<file path="src/rtl/ibex_fetch_fifo.sv">
// Instruction-fetch FIFO: buffers bus words and realigns them into halfword-aligned
// instructions (compressed or 32-bit) tagged with their PC and fetch-error flags.
module ibex_fetch_fifo #(
   parameter int unsigned NUM_REQS = 2,
   localparam int unsigned DEPTH = NUM_REQS + 1
) (
   input  logic                         clk_i,
   input  logic                         rst_ni,
   input  logic                         clear_i,
   input  logic [31:0]                  in_addr_i,
   input  logic                         in_valid_i,
   input  logic [31:0]                  in_rdata_i,
   input  logic                         in_err_i,
   output logic [$clog2(DEPTH+1)-1:0]   free_o,
   output logic                         out_valid_o,
   input  logic                         out_ready_i,
   output logic [31:0]                  out_rdata_o,
   output logic [31:0]                  out_addr_o,
   output logic                         out_err_o,
   output logic                         out_err_plus2_o
);

   localparam int FW = $clog2(DEPTH + 1);

   logic [31:0]      rdata_q [DEPTH];
   logic [DEPTH-1:0] err_q;
   logic [DEPTH-1:0] valid_q;
   logic [31:0]      addr_q;

   logic [31:0]      w0_data;
   logic [15:0]      w1_lo;
   logic             w0_valid, w0_err, w1_valid, w1_err;
   logic             unaligned, is_comp, valid_raw, fire, pop;
   logic [15:0]      lo_half;

   logic [31:0]      nxt_data [DEPTH];
   logic [DEPTH-1:0] nxt_err, nxt_valid;
   logic [FW-1:0]    occupied;

   // Word k is entry k when stored, otherwise the incoming bus word for the first free slot.
   always_comb begin
      w0_valid = valid_q[0] | in_valid_i;
      w0_data  = (valid_q[0] | ~in_valid_i) ? rdata_q[0] : in_rdata_i;
      w0_err   = valid_q[0] ? err_q[0] : (in_valid_i & in_err_i);
      w1_valid = valid_q[1] | (valid_q[0] & in_valid_i);
      w1_lo    = (valid_q[1] | ~w1_valid) ? rdata_q[1][15:0] : in_rdata_i[15:0];
      w1_err   = valid_q[1] ? err_q[1] : (w1_valid & in_err_i);
   end

   always_comb begin
      unaligned = addr_q[1];
      lo_half   = unaligned ? w0_data[31:16] : w0_data[15:0];
      is_comp   = lo_half[1:0] != 2'b11;
      if (!unaligned) begin
         valid_raw       = w0_valid;
         out_rdata_o     = w0_data;
         out_err_o       = w0_err;
         out_err_plus2_o = 1'b0;
      end else begin
         out_rdata_o = {w1_lo, w0_data[31:16]};
         if (is_comp || w0_err) begin
            valid_raw       = w0_valid;
            out_err_o       = w0_err;
            out_err_plus2_o = 1'b0;
         end else begin
            valid_raw       = w0_valid & w1_valid;
            out_err_o       = w1_err;
            out_err_plus2_o = w1_err;
         end
      end
      out_valid_o = valid_raw & ~clear_i;
      out_addr_o  = addr_q;
      fire        = out_valid_o & out_ready_i;
      // Only an aligned compressed instruction leaves part of the head word unconsumed.
      pop         = fire & (unaligned | ~is_comp);
   end

   // Write into the first free slot (slot DEPTH exists only for push-while-full), then shift on pop.
   always_comb begin
      logic [31:0]  ext_data [DEPTH+1];
      logic [DEPTH:0] ext_err, ext_valid;
      logic prev;
      for (int i = 0; i < DEPTH; i++) begin
         ext_data[i]  = rdata_q[i];
         ext_err[i]   = err_q[i];
         ext_valid[i] = valid_q[i];
      end
      ext_data[DEPTH]  = '0;
      ext_err[DEPTH]   = 1'b0;
      ext_valid[DEPTH] = 1'b0;
      prev = 1'b1;
      for (int i = 0; i <= DEPTH; i++) begin
         if (in_valid_i && prev && !ext_valid[i]) begin
            ext_data[i]  = in_rdata_i;
            ext_err[i]   = in_err_i;
            ext_valid[i] = 1'b1;
            prev         = 1'b0;
         end else begin
            prev = ext_valid[i];
         end
      end
      for (int i = 0; i < DEPTH; i++) begin
         nxt_data[i]  = pop ? ext_data[i+1]  : ext_data[i];
         nxt_err[i]   = pop ? ext_err[i+1]   : ext_err[i];
         nxt_valid[i] = pop ? ext_valid[i+1] : ext_valid[i];
      end
   end

   always_comb begin
      occupied = '0;
      for (int i = 0; i < DEPTH; i++) begin
         occupied = occupied + FW'(valid_q[i]);
      end
      free_o = FW'(DEPTH) - occupied;
   end

   always_ff @(posedge clk_i or negedge rst_ni) begin
      if (!rst_ni) begin
         valid_q <= '0;
         err_q   <= '0;
         addr_q  <= '0;
         for (int i = 0; i < DEPTH; i++) begin
            rdata_q[i] <= '0;
         end
      end else if (clear_i) begin
         valid_q <= '0;
         addr_q  <= in_addr_i;
      end else begin
         valid_q <= nxt_valid;
         err_q   <= nxt_err;
         for (int i = 0; i < DEPTH; i++) begin
            rdata_q[i] <= nxt_data[i];
         end
         if (fire) begin
            addr_q <= addr_q + (is_comp ? 32'd2 : 32'd4);
         end
      end
   end

   assert property (@(posedge clk_i) disable iff (!rst_ni)
      (in_valid_i && !clear_i && free_o == '0) |-> pop);
   assert property (@(posedge clk_i) disable iff (!rst_ni)
      clear_i |-> !in_addr_i[0]);
   assert property (@(posedge clk_i) disable iff (!rst_ni)
      out_valid_o |-> !$isunknown({out_rdata_o, out_addr_o, out_err_o, out_err_plus2_o}));

endmodule

</file>
<file path="config.mk">
export PLATFORM = sky130hd
export DESIGN_NAME = ibex_fetch_fifo
export DESIGN_NICKNAME = d
export VERILOG_FILES = /design/src/rtl/ibex_fetch_fifo.sv
export SDC_FILE = /design/constraint.sdc
export NUM_CORES = 1
export LEC_CHECK = 0
export ABC_AREA = 1
export CAP_MARGIN = 20
export CORE_ASPECT_RATIO = 0.5
export CORE_UTILIZATION = 30
export CTS_CLUSTER_SIZE = 12
export DETAILED_ROUTE_END_ITERATION = 7
export DONT_BUFFER_PORTS = 1
export GPL_TIMING_DRIVEN = 0
export SLEW_MARGIN = 20
export SYNTH_ARGS = -nofsm -noshare
export SYNTH_HDL_FRONTEND = slang
export SYNTH_SLANG_ARGS = --single-unit
</file>
<file path="constraint.sdc">
create_clock -name clk_i -period 2.6 [get_ports clk_i]
set_input_delay 0.13 -clock clk_i [delete_from_list [all_inputs] [get_ports clk_i]]
set_output_delay 0.13 -clock clk_i [all_outputs]
set_load 0.01 [all_outputs]
</file>
==> results.txt <==
- The repair_antennas step left the layout with diodes totalling 0.
- Final hold violations: 134
- The average instance in the mapped netlist occupies 6.47 µm².
- Top achievable clock speed: 390 MHz
- TritonCTS built the clock tree.
- Dominant combinational cell family by area after synthesis: simple AND/OR/NAND/NOR gates
* Syn_nets: 1465
* Die boundary height: 124 µm
- Synthesis inferred 134 register bits.
* Total power of the final layout: 8.20 mW
- Initial Utilization: 30.8%
- After detailed routing, the met3 layer carries 2740 µm of wire.
- In this run, CTS created clock tree buffers numbering 17.
* Clock skew after layout: 0.0131 ns
- Period utilization: 98.6%
- Xor and xnor fraction of the mapped netlist area: 2.63%
- Setup-failing EPs final: 0
* Routed met1 length: 14800 µm
- Share of synthesized area spent on multiplexers: 1.11%
- Crit-path max cell delay: 0.40 ns
- Setup repair after global routing missed its margin: true
- VDD sags by at most 0.000370 V.
* Clock Latency Late Sink: 0.45 ns
* Post-place instance area: 9490 µm²
* Length in cells of the worst reg-to-reg path: 18
* Grt ovf: 0
- Final hold analysis gives a worst-case slack of -0.617 ns.
* Row count: 44
- Number of cells after detailed placement: 1781
- Top fanout value on the critical path: 6
- The initial antenna violation count was 0.
- The first global-routing pass estimated 53900 µm of wire.
* Critical Path End Type: flop
- Hold repair after CTS inserted 66 buffers.
* Clock-pin transition on the worst setup and hold timing paths: 0.06 ns
* Total DRC errors in the routed layout: 16
- Count of final max-slew check failures: 0
- Drt first pass iters: 7
* Die footprint: 30700 µm²
- At the pin with the least slew margin, the transition time is 0.811 ns.
- Counting stages on the worst path, the most repeated cell is sky130_fd_sc_hd__nand2_4.
* Total Routing Usage GR: 23.0%
* Startpoint type of the worst setup path: flop
- Relative slew slack: 45.9%
- Crit. Startpoint: valid_q[0]$_DFFE_PN0P_
- For this design the top-level I/O count stands at 139.
* Number of fillers in the final layout: 3112
* Share of the synthesized area in compound gates (AO/OA/AOI/OAI): 9.72%
- Antenna Nets Post-Route: 0
- At the end of the flow, the number of nets in the layout was 1566.
* Mapped cell area: 9000 µm²
- Vias: 9533
- Once layout is done, the placed cells without fillers occupy 11100 µm².
- The root buffer cell chosen for the clock tree is sky130_fd_sc_hd__clkbuf_16.
- YS warnings: 0
* Arrival time at the worst endpoint: 2.87 ns
* Ordered cell list for the critical path: inv_2, nand2_4, buf_6, nand2_2, nand3_2, nand2_4, nand2_4, ha_4, fa_2, nand2_2, nor2_4, inv_2, nor3_4, buf_4, xor2_2, nor2_1, a21oi_1, o21ai_1
- CTS saw 134 sinks.
- Number of global-route vias before repair: 9244
- Simple logic cell fraction of the synthesized area: 39.8%
* Count of distinct cell types in the synthesized netlist: 33
* PD cells: 740 nW/µm²
* Routed met2 length: 16000 µm
- In this run the worst hold path is classified as in2async.
- The routed design has 34300 µm of wire.
- The checks that failed: DRC, hold timing.
* MaxCap Viol Count: 0
- The flow ran to the end, but the final reports show violations.
- The area growth from synthesis to layout is 23.1%.
- Number of H-tree levels: 4
* First-iteration detailed-routing DRC count: 939
* Max clock buf depth: 2
- Port buffering added 0 buffers.
- The synthesized netlist devotes 0.862% of its cell area to adder and majority cells.
- Detailed placement HPWL: 23800 µm
- Of the cells placed in the final design, the portion with a size suffix greater than 1 is 11.9%.
* Sequential cell area fraction in the yosys report: 37.3%
- The region available for standard cell placement spans 29200 µm².
* Startpoint of the worst register-to-register path: valid_q[0]$_DFFE_PN0P_
- Routed wire per std cell: 18.1 µm
* Worst-path cell with the longest stage delay: sky130_fd_sc_hd__dfrtp_1
* WP data required: 2.91 ns
- Entering global routing, the biggest net connects 135 pins.
* Width of the chip: 247 µm
- Average vias per placed instance: 5.03
- In the synthesized netlist, the number of instances is 1390.
- The highest metal layer carrying signal wires in the routed design is met4.
- The worst path in the final design needs a cycle of 2.56 ns, including I/O delays and setup.
* Fin cells: 1895
- Placer's final routability congestion estimate: 0.893
- Kind of critical path: reg2reg
* Leakage power of the design: 5.67 nW
[kinds of logic after synthesis]
family,count (synthesis)
simple gates,864
fa+ha+maj,5
compound gates,165
mux,10
flops,134
buf+inv,185
xor+xnor,27
[critical path: cells and delay by family, from the launching register on]
family | cells | cell delay (ns)
and+or+nand+nor | 9 | 0.70
xor gates and xnor gates | 1 | 0.10
AOI/OAI and AO/OA | 2 | 0.18
DFF | 1 | 0.40
buffers and inverters | 4 | 0.49
adders and majority gates | 2 | 0.53
[power by group]
part | leakage, nW | total [mW] | internal [mW] | switching (mW)
combinational | 3.73 | 2.81 | 1.03 | 1.78
sequential | 1.67 | 3.00 | 2.60 | 0.403
clock | 0.279 | 2.39 | 1.40 | 0.985
total | 5.67 | 8.20 | 5.03 | 3.17
[layout make-up]
cell class              instances  area [µm²]  share of cell area [%]
multi-input cells            1071        5070                    45.8
well taps                     391         489                    4.42
clock buffers                  23         488                    4.40
inverters                     105         399                    3.60
repair buffers                 82         797                    7.19
clock inverters                 9        75.1                   0.678
flip-flops and latches        134        3350                    30.3
plain buffers                  80         404                    3.65
[layer usage]
| layer | vias up | GRT usage (%) |
|---|---|---|
| met5 | - | 0 |
| met4 | 0 | 7.15 |
| met3 | 52 | 5.80 |
| met2 | 362 | 37.2 |
| met1 | 4539 | 29.8 |
| li1 | 4580 | - |
[final timing paths]
check,slack [ns],endpoint
setup reg to reg,0.04,out_addr_o[9]$_DFFE_PN0P_
hold / removal,-0.62,rdata_q[77]$_DFFE_PN0P_
setup / recovery,0.04,out_addr_o[9]$_DFFE_PN0P_
max in group asynchronous,3.00,out_addr_o[15]$_DFFE_PN0P_
hold reg to reg,0.47,rdata_q[39]$_DFFE_PN0N_
min in group clk_i,0.01,rdata_q[60]$_DFFE_PN0N_
[stage by stage]
step                      utilization (%)  setup TNS, ns  setup WS [ns]  hold slack, ns
after floorplan                         -              0         0.0926          -0.166
after global placement               32.5         -24.76         -0.713          -0.157
after detailed placement             32.5         -25.22         -0.700          -0.156
after CTS                            37.5              0        0.00751          -0.633
after global routing                 37.9         -0.328        -0.0759          -0.636
final                                37.9              0         0.0372          -0.617
[cells in the mapped netlist]
| master | count | area (µm²) |
|---|---|---|
| sky130_fd_sc_hd__clkbuf_1 | 40 | 150 |
| sky130_fd_sc_hd__buf_2 | 21 | 105 |
| sky130_fd_sc_hd__nand4_2 | 2 | 25.0 |
| sky130_fd_sc_hd__fa_1 | 2 | 40.0 |
| sky130_fd_sc_hd__clkinv_1 | 1 | 3.75 |
| sky130_fd_sc_hd__a21oi_1 | 51 | 255 |
| sky130_fd_sc_hd__o21ai_1 | 16 | 80.1 |
| sky130_fd_sc_hd__or2_2 | 42 | 263 |
| sky130_fd_sc_hd__buf_6 | 3 | 33.8 |
| sky130_fd_sc_hd__nand4_1 | 4 | 25.0 |
| sky130_fd_sc_hd__nand2_2 | 3 | 18.8 |
| sky130_fd_sc_hd__nand3_1 | 105 | 526 |
| sky130_fd_sc_hd__o211ai_1 | 17 | 128 |
| sky130_fd_sc_hd__buf_1 | 8 | 30.0 |
| sky130_fd_sc_hd__xor2_1 | 18 | 158 |
| sky130_fd_sc_hd__nor3_2 | 1 | 10.0 |
| sky130_fd_sc_hd__nor3b_1 | 2 | 15.0 |
| sky130_fd_sc_hd__buf_4 | 8 | 60.1 |
| sky130_fd_sc_hd__nor2_2 | 1 | 6.26 |
| sky130_fd_sc_hd__nor2_1 | 56 | 210 |
| sky130_fd_sc_hd__inv_1 | 99 | 372 |
| sky130_fd_sc_hd__a21boi_1 | 1 | 7.51 |
| sky130_fd_sc_hd__nand3b_1 | 3 | 22.5 |
| sky130_fd_sc_hd__mux2i_1 | 10 | 100 |
| sky130_fd_sc_hd__a21oi_2 | 1 | 8.76 |
| sky130_fd_sc_hd__nand2_1 | 623 | 2340 |
| sky130_fd_sc_hd__o21ai_0 | 79 | 395 |
| sky130_fd_sc_hd__nor3_1 | 21 | 105 |
| sky130_fd_sc_hd__nand3_4 | 1 | 17.5 |
| sky130_fd_sc_hd__dfrtp_1 | 134 | 3350 |
| sky130_fd_sc_hd__ha_1 | 3 | 37.5 |
| sky130_fd_sc_hd__xnor2_1 | 9 | 78.8 |
| sky130_fd_sc_hd__inv_2 | 5 | 18.8 |
[placed cells by master, fill, tap and decap left out, drive strengths merged, types with 2 or more instances in the layout]
cell type	Yosys	final
or2	42	42
fa	2	2
nand3b	3	3
dfrtp	134	134
o21ai	95	95
mux2i	10	10
ha	3	3
buf	40	57
dlygate4sd3	0	66
nand3	106	106
xor2	18	18
xnor2	9	9
clkbuf	40	62
nor3b	2	2
nand4	6	6
inv	104	104
nor3	22	22
a21oi	52	52
clkinv	1	7
nand2	626	626
clkinvlp	0	2
nor2	57	57
o211ai	17	17
[registers in the layout, indices dropped and copies added (netlist names)]
register and flops:
err_q 3, out_addr_o 32, rdata_q 96, valid_q 3
[repair_timing]
action                                  CTS  global route
buffers inserted                         11             5
gates cloned                              0             0
pin swaps                                 9            17
gates resized for setup                  47            33
endpoints found under the hold margin   250           134
endpoints found under the setup margin  158            55
(Power assumes the default switching activity.)
